==> src/rtl/cond_branch.sv <==
// cond_branch: pairs a data stream with a condition stream through two
// independent circular queues and steers each data word to the true or
// false output path depending on its paired condition.
module cond_branch #(
    parameter int N     = 16,
    parameter int DEPTH = 4
) (
    input  logic         CLK,
    input  logic         RST,
    input  logic         EN,
    input  logic         R_IN_D,
    input  logic [N-1:0] D_IN,
    input  logic         R_IN_C,
    input  logic [N-1:0] C_IN,
    output logic         R_OUT_T,
    output logic [N-1:0] D_OUT_T,
    output logic         R_OUT_F,
    output logic [N-1:0] D_OUT_F,
    output logic         ERR
);

    localparam int AW = (DEPTH > 1) ? $clog2(DEPTH) : 1;
    localparam logic [AW:0] C_FULL = (AW + 1)'(DEPTH);

    logic [N-1:0]   r_dq [DEPTH];
    logic [DEPTH-1:0] r_cq;
    logic [AW-1:0]  r_dwp;
    logic [AW-1:0]  r_drp;
    logic [AW-1:0]  r_cwp;
    logic [AW-1:0]  r_crp;
    logic [AW:0]    r_dcnt;
    logic [AW:0]    r_ccnt;
    logic           r_rt;
    logic           r_rf;
    logic [N-1:0]   r_dt;
    logic [N-1:0]   r_df;
    logic           r_err;

    logic           w_pop;
    logic           w_dfull;
    logic           w_cfull;
    logic           w_dpush;
    logic           w_cpush;
    logic           w_ovf;
    logic [N-1:0]   w_dhead;
    logic           w_chead;

    // Pop/push decisions from registered occupancy only; a full queue
    // still accepts a push when the same edge pops it.
    always_comb begin
        w_pop   = EN && (r_dcnt != '0) && (r_ccnt != '0);
        w_dfull = (r_dcnt == C_FULL);
        w_cfull = (r_ccnt == C_FULL);
        w_dpush = EN && R_IN_D && (!w_dfull || w_pop);
        w_cpush = EN && R_IN_C && (!w_cfull || w_pop);
        w_ovf   = EN && ((R_IN_D && w_dfull && !w_pop) ||
                         (R_IN_C && w_cfull && !w_pop));
        w_dhead = r_dq[r_drp];
        w_chead = r_cq[r_crp];
    end

    // Queue storage writes; contents need no reset since occupancy gates reads.
    always_ff @(posedge CLK) begin
        if (!RST && w_dpush) begin
            r_dq[r_dwp] <= D_IN;
        end
        if (!RST && w_cpush) begin
            r_cq[r_cwp] <= (C_IN != '0);
        end
    end

    // Pointer and occupancy bookkeeping for both queues.
    always_ff @(posedge CLK) begin
        if (RST) begin
            r_dwp  <= '0;
            r_drp  <= '0;
            r_cwp  <= '0;
            r_crp  <= '0;
            r_dcnt <= '0;
            r_ccnt <= '0;
        end else begin
            if (w_dpush) r_dwp <= r_dwp + 1'b1;
            if (w_cpush) r_cwp <= r_cwp + 1'b1;
            if (w_pop) begin
                r_drp <= r_drp + 1'b1;
                r_crp <= r_crp + 1'b1;
            end
            case ({w_dpush, w_pop})
                2'b10:   r_dcnt <= r_dcnt + 1'b1;
                2'b01:   r_dcnt <= r_dcnt - 1'b1;
                default: r_dcnt <= r_dcnt;
            endcase
            case ({w_cpush, w_pop})
                2'b10:   r_ccnt <= r_ccnt + 1'b1;
                2'b01:   r_ccnt <= r_ccnt - 1'b1;
                default: r_ccnt <= r_ccnt;
            endcase
        end
    end

    // Route a popped pair to the true or false path; strobes last one cycle.
    always_ff @(posedge CLK) begin
        if (RST) begin
            r_rt <= 1'b0;
            r_rf <= 1'b0;
            r_dt <= '0;
            r_df <= '0;
        end else if (w_pop) begin
            if (w_chead) begin
                r_rt <= 1'b1;
                r_rf <= 1'b0;
                r_dt <= w_dhead;
            end else begin
                r_rt <= 1'b0;
                r_rf <= 1'b1;
                r_df <= w_dhead;
            end
        end else if (EN) begin
            r_rt <= 1'b0;
            r_rf <= 1'b0;
        end
    end

    // Sticky overflow flag, cleared only by reset.
    always_ff @(posedge CLK) begin
        if (RST) begin
            r_err <= 1'b0;
        end else if (w_ovf) begin
            r_err <= 1'b1;
        end
    end

    assign R_OUT_T = r_rt;
    assign D_OUT_T = r_dt;
    assign R_OUT_F = r_rf;
    assign D_OUT_F = r_df;
    assign ERR     = r_err;

endmodule

==> config.mk <==
export PLATFORM = sky130hd
export DESIGN_NAME = cond_branch
export DESIGN_NICKNAME = d
export VERILOG_FILES = /design/src/rtl/cond_branch.sv
export SDC_FILE = /design/constraint.sdc
export NUM_CORES = 1
export LEC_CHECK = 0
export BUFFER_PORTS_ARGS = -buffer_cell sky130_fd_sc_hd__buf_4
export CAP_MARGIN = 40
export CORE_MARGIN = 2
export CORE_UTILIZATION = 56
export DETAILED_ROUTE_END_ITERATION = 6
export PLACE_DENSITY = 0.79
export SYNTH_ARGS = -nofsm -noshare
export SYNTH_HDL_FRONTEND = slang
export SYNTH_SLANG_ARGS = --single-unit
==> constraint.sdc <==
create_clock -name CLK -period 2.95 [get_ports CLK]
set_input_delay 0.295 -clock CLK [delete_from_list [all_inputs] [get_ports CLK]]
set_output_delay 0.295 -clock CLK [all_outputs]
set_load 0.01 [all_outputs]
==> flow_summary.yaml <==
outcome:
  outcome: "complete, no violations"
yosys:
  synth_top_family_by_area: "simple AND/OR/NAND/NOR gates"
  netlist_area_um2: 4637
  seq_area_frac_synth: 0.6606
  synth_mux_area_frac: 0.09201
  synth_flop_cell: "edfxtp_1"
  ys_types: 37
  synth_xor_area_frac: 0.01511
  synthAdderAreaFrac: 0.03292
  syn_avg_cell_area_um2: 13.03
  synth-edff-count: 68
  syn-num-nets: 404
  yosys.area.top_type_share: 0.4404
  synthArstFlopShare: 0
  synth_cells: 356
  synth-seq-cells: 119
  synth_simple_gate_area_frac: 0.1168
  synth_area_leaders: "edfxtp_1, dfxtp_1, mux4_2"
  synth_area_leader_cell: "edfxtp_1"
  synth-compound-area-share: 0.05370
  ys.warnings.count: 0
finish:
  antennaDiodeCount: 0
  seq_area_um2: 3063
  final_common_cell: "buf_4"
  multi_input_area_um2: 1440
  syn2layout_area_growth_pct: 29.20
  final_nets: 498
  final_cells: 568
  drive_above_1_share: 0.2808
  final_cell_mix: "buf_4, nand2_1, edfxtp_1"
  n_fill_cell: 494
detailed_routing:
  vias: 3082
  wirelength_mm: 9.985
  drtIter0Drc: 231
  firstDrtPassIters: 4
  wire_per_inst_um: 17.58
  drc: 0
  vias_per_cell: 5.426
  ant_nets: 0
floorplanning:
  die_w_um: 95.00
  die_y_um: 95.00
  initial_core_util: 0.5701
  rows: 33
  io_pins: 72
  core-area_um2: 8134
  fp.dieArea_um2: 9024
global_routing:
  grt_util_all_layers: 0.2388
  antenna_found_initial: 0
  grt-ovfl-total: 0
  grt_pass1_wl_mm: 15.45
  grt_max_degree: 56
  grt_pass1_vias: 3035
worst_setup_path:
  startpoint: "r_dcnt[0]$_SDFFE_PP0P_"
  r2r_cells: 7
  endpoint: "r_ccnt[2]$_SDFFE_PP0P_"
  cp-start-kind: "flop"
  timing.rr.end: "r_ccnt[2]$_SDFFE_PP0P_"
  r2r_start: "r_dcnt[0]$_SDFFE_PP0P_"
  criticalPathCategory: "flop to flop"
  r2r_slack_ns: 0.53
  crit_fanout: 6
  critPathRequiredTime_ns: 3.34
  arrival_ns: 2.81
  crit_path_end_kind: "flop"
sta:
  finalSetupTns_ns: 0
  hold_viol: 0
  min_period_over_period: 0.8194
  setup_viol: 0
  worst_pin_slew_ns: 0.8240
  maxSlewHeadroom: 0.4499
  rsz0062_at_grt: "false"
  skew_ns: 0.009332
  fmax_mhz: 413.7
  min_period_ns: 2.417
  slew_violations: 0
clock_network:
  clk_pin_slew_ns: 0.05
  htree_levels: 4
  cts_sinks: 119
  numCtsBuffers: 17
  clock_path_buffers: 2
  clk_latency_ns: 0.51
  cts_setup_buffers: 0
  cts_tree: "yes"
  cts_root_buf: "clkbuf_8"
pwr:
  pwr-share-clk: 0.483
  ir_worst_vdd_mv: 0.5469
  power.share.switching: 0.2105
  p_sw_mw: 0.8347
  p_seq_frac: 0.456
  pwr-share-comb: 0.061
  internal-power_mw: 3.131
  leakage_nw: 2.205
  cellPowerDensity_nw_per_um2: 662.0
hold_path:
  hp-class: "input pin to flop"
place:
  routabilityCongestion: 0.7798
  portBuffers: 71
  dp_hpwl_mm: 5.788
  placedCellCount: 520
run:
  max_cap_viol_count: 0
## worst min path at each step
stage	from	end	depth (start not counted)
after floorplan	D_IN[0]	r_dq[0][0]$_DFFE_PP_	0
after global placement	R_OUT_T$_SDFFE_PP0P_	R_OUT_T$_SDFFE_PP0P_	2
after detailed placement	D_OUT_T[12]$_SDFFE_PP0P_	D_OUT_T[12]$_SDFFE_PP0P_	2
after CTS	C_IN[14]	r_cq[3]$_DFFE_PP_	3
after global routing	C_IN[7]	r_cq[3]$_DFFE_PP_	3
final	C_IN[14]	r_cq[3]$_DFFE_PP_	3
## layer usage
layer  part of all wire  up-vias  global-route usage
met5                  0        -                   0
met2               0.50      113              0.3824
li1                   -     1456                   -
met1               0.42     1497              0.3095
met4              0.020        0              0.1159
met3              0.061       16             0.05507
## state kept, by name (all words and copies together), names as in the netlist, named ones only
register	flops
R_OUT_T	1
r_cwp	2
r_drp	2
r_dwp	2
ERR	1
r_crp	2
r_cq	4
r_dq	64
D_OUT_F	16
r_dcnt	3
r_ccnt	3
D_OUT_T	16
R_OUT_F	1
## synth_stat cells, drive strengths merged, types with 2 or more instances
library cell and count:
ha 9, mux2 3, a21oi 38, nor4 5, nand2 70, inv 13
xnor2 2, nand4 4, nor3 2, fa 2, nor2b 2, xor2 6
nor2 19, buf 7, mux4 17, dfxtp 51, nand3 3, and2 8
or3 3, clkbuf 12, edfxtp 68
## stage by stage
stage | hold slack, ns | worst slack (ns) | power [mW] | instance area, um^2 | util
after floorplan | 0.3939 | 0.5709 | 1.968 | 4637 | -
after global placement | 0.4436 | 0.5908 | 2.050 | 5269 | 0.6477
after detailed placement | 0.4525 | 0.5494 | 2.059 | 5269 | 0.6477
after CTS | 0.1417 | 0.5378 | 3.977 | 5991 | 0.7365
after global routing | 0.1870 | 0.3641 | 4.081 | 5991 | 0.7365
final | 0.1649 | 0.5329 | 3.966 | 5991 | 0.7365
## cell type report
cell class	count	share of cell area
repair buffers	94	0.1245
clock inverters	8	0.01149
inverters	13	0.008145
well taps	105	0.02193
clock buffers	24	0.08229
multi-input cells	205	0.2404
flip-flops and latches	119	0.5113
## power groups by stage
stage	logic, mW	registers (mW)	clock network (mW)
finish	0.244	1.81	1.92
global route	0.267	1.81	2.00
CTS	0.243	1.81	1.93
detailed placement	0.220	1.84	0
global placement	0.213	1.84	0
floorplan	0.130	1.84	0
## worst max-delay path, stage by stage (launching register included)
cell      delay, ns
dfxtp_1        0.39
or3_1          0.23
nand3_1        0.23
or2_2          0.35
fa_1           0.38
a2111o_1       0.29
o31ai_1        0.08
mux2_2         0.36
## cell families (layout without fill, tap and decap cells)
family                   after synthesis  after routing
AND/OR/NAND/NOR                      120            120
buffers and inverters                 32            139
flip-flops                           119            119
multiplexers                          21             21
adder cells (fa/ha/maj)               11             11
AO/OA/AOI/OAI                         45             45
XOR/XNOR                               8              8
## what timing repair did
item,4_1_cts,5_1_grt
hold buffers,16,0
gates resized for setup,0,0
hold endpoints to repair,64,0
Note: power is estimated with default switching activity, not from simulation.
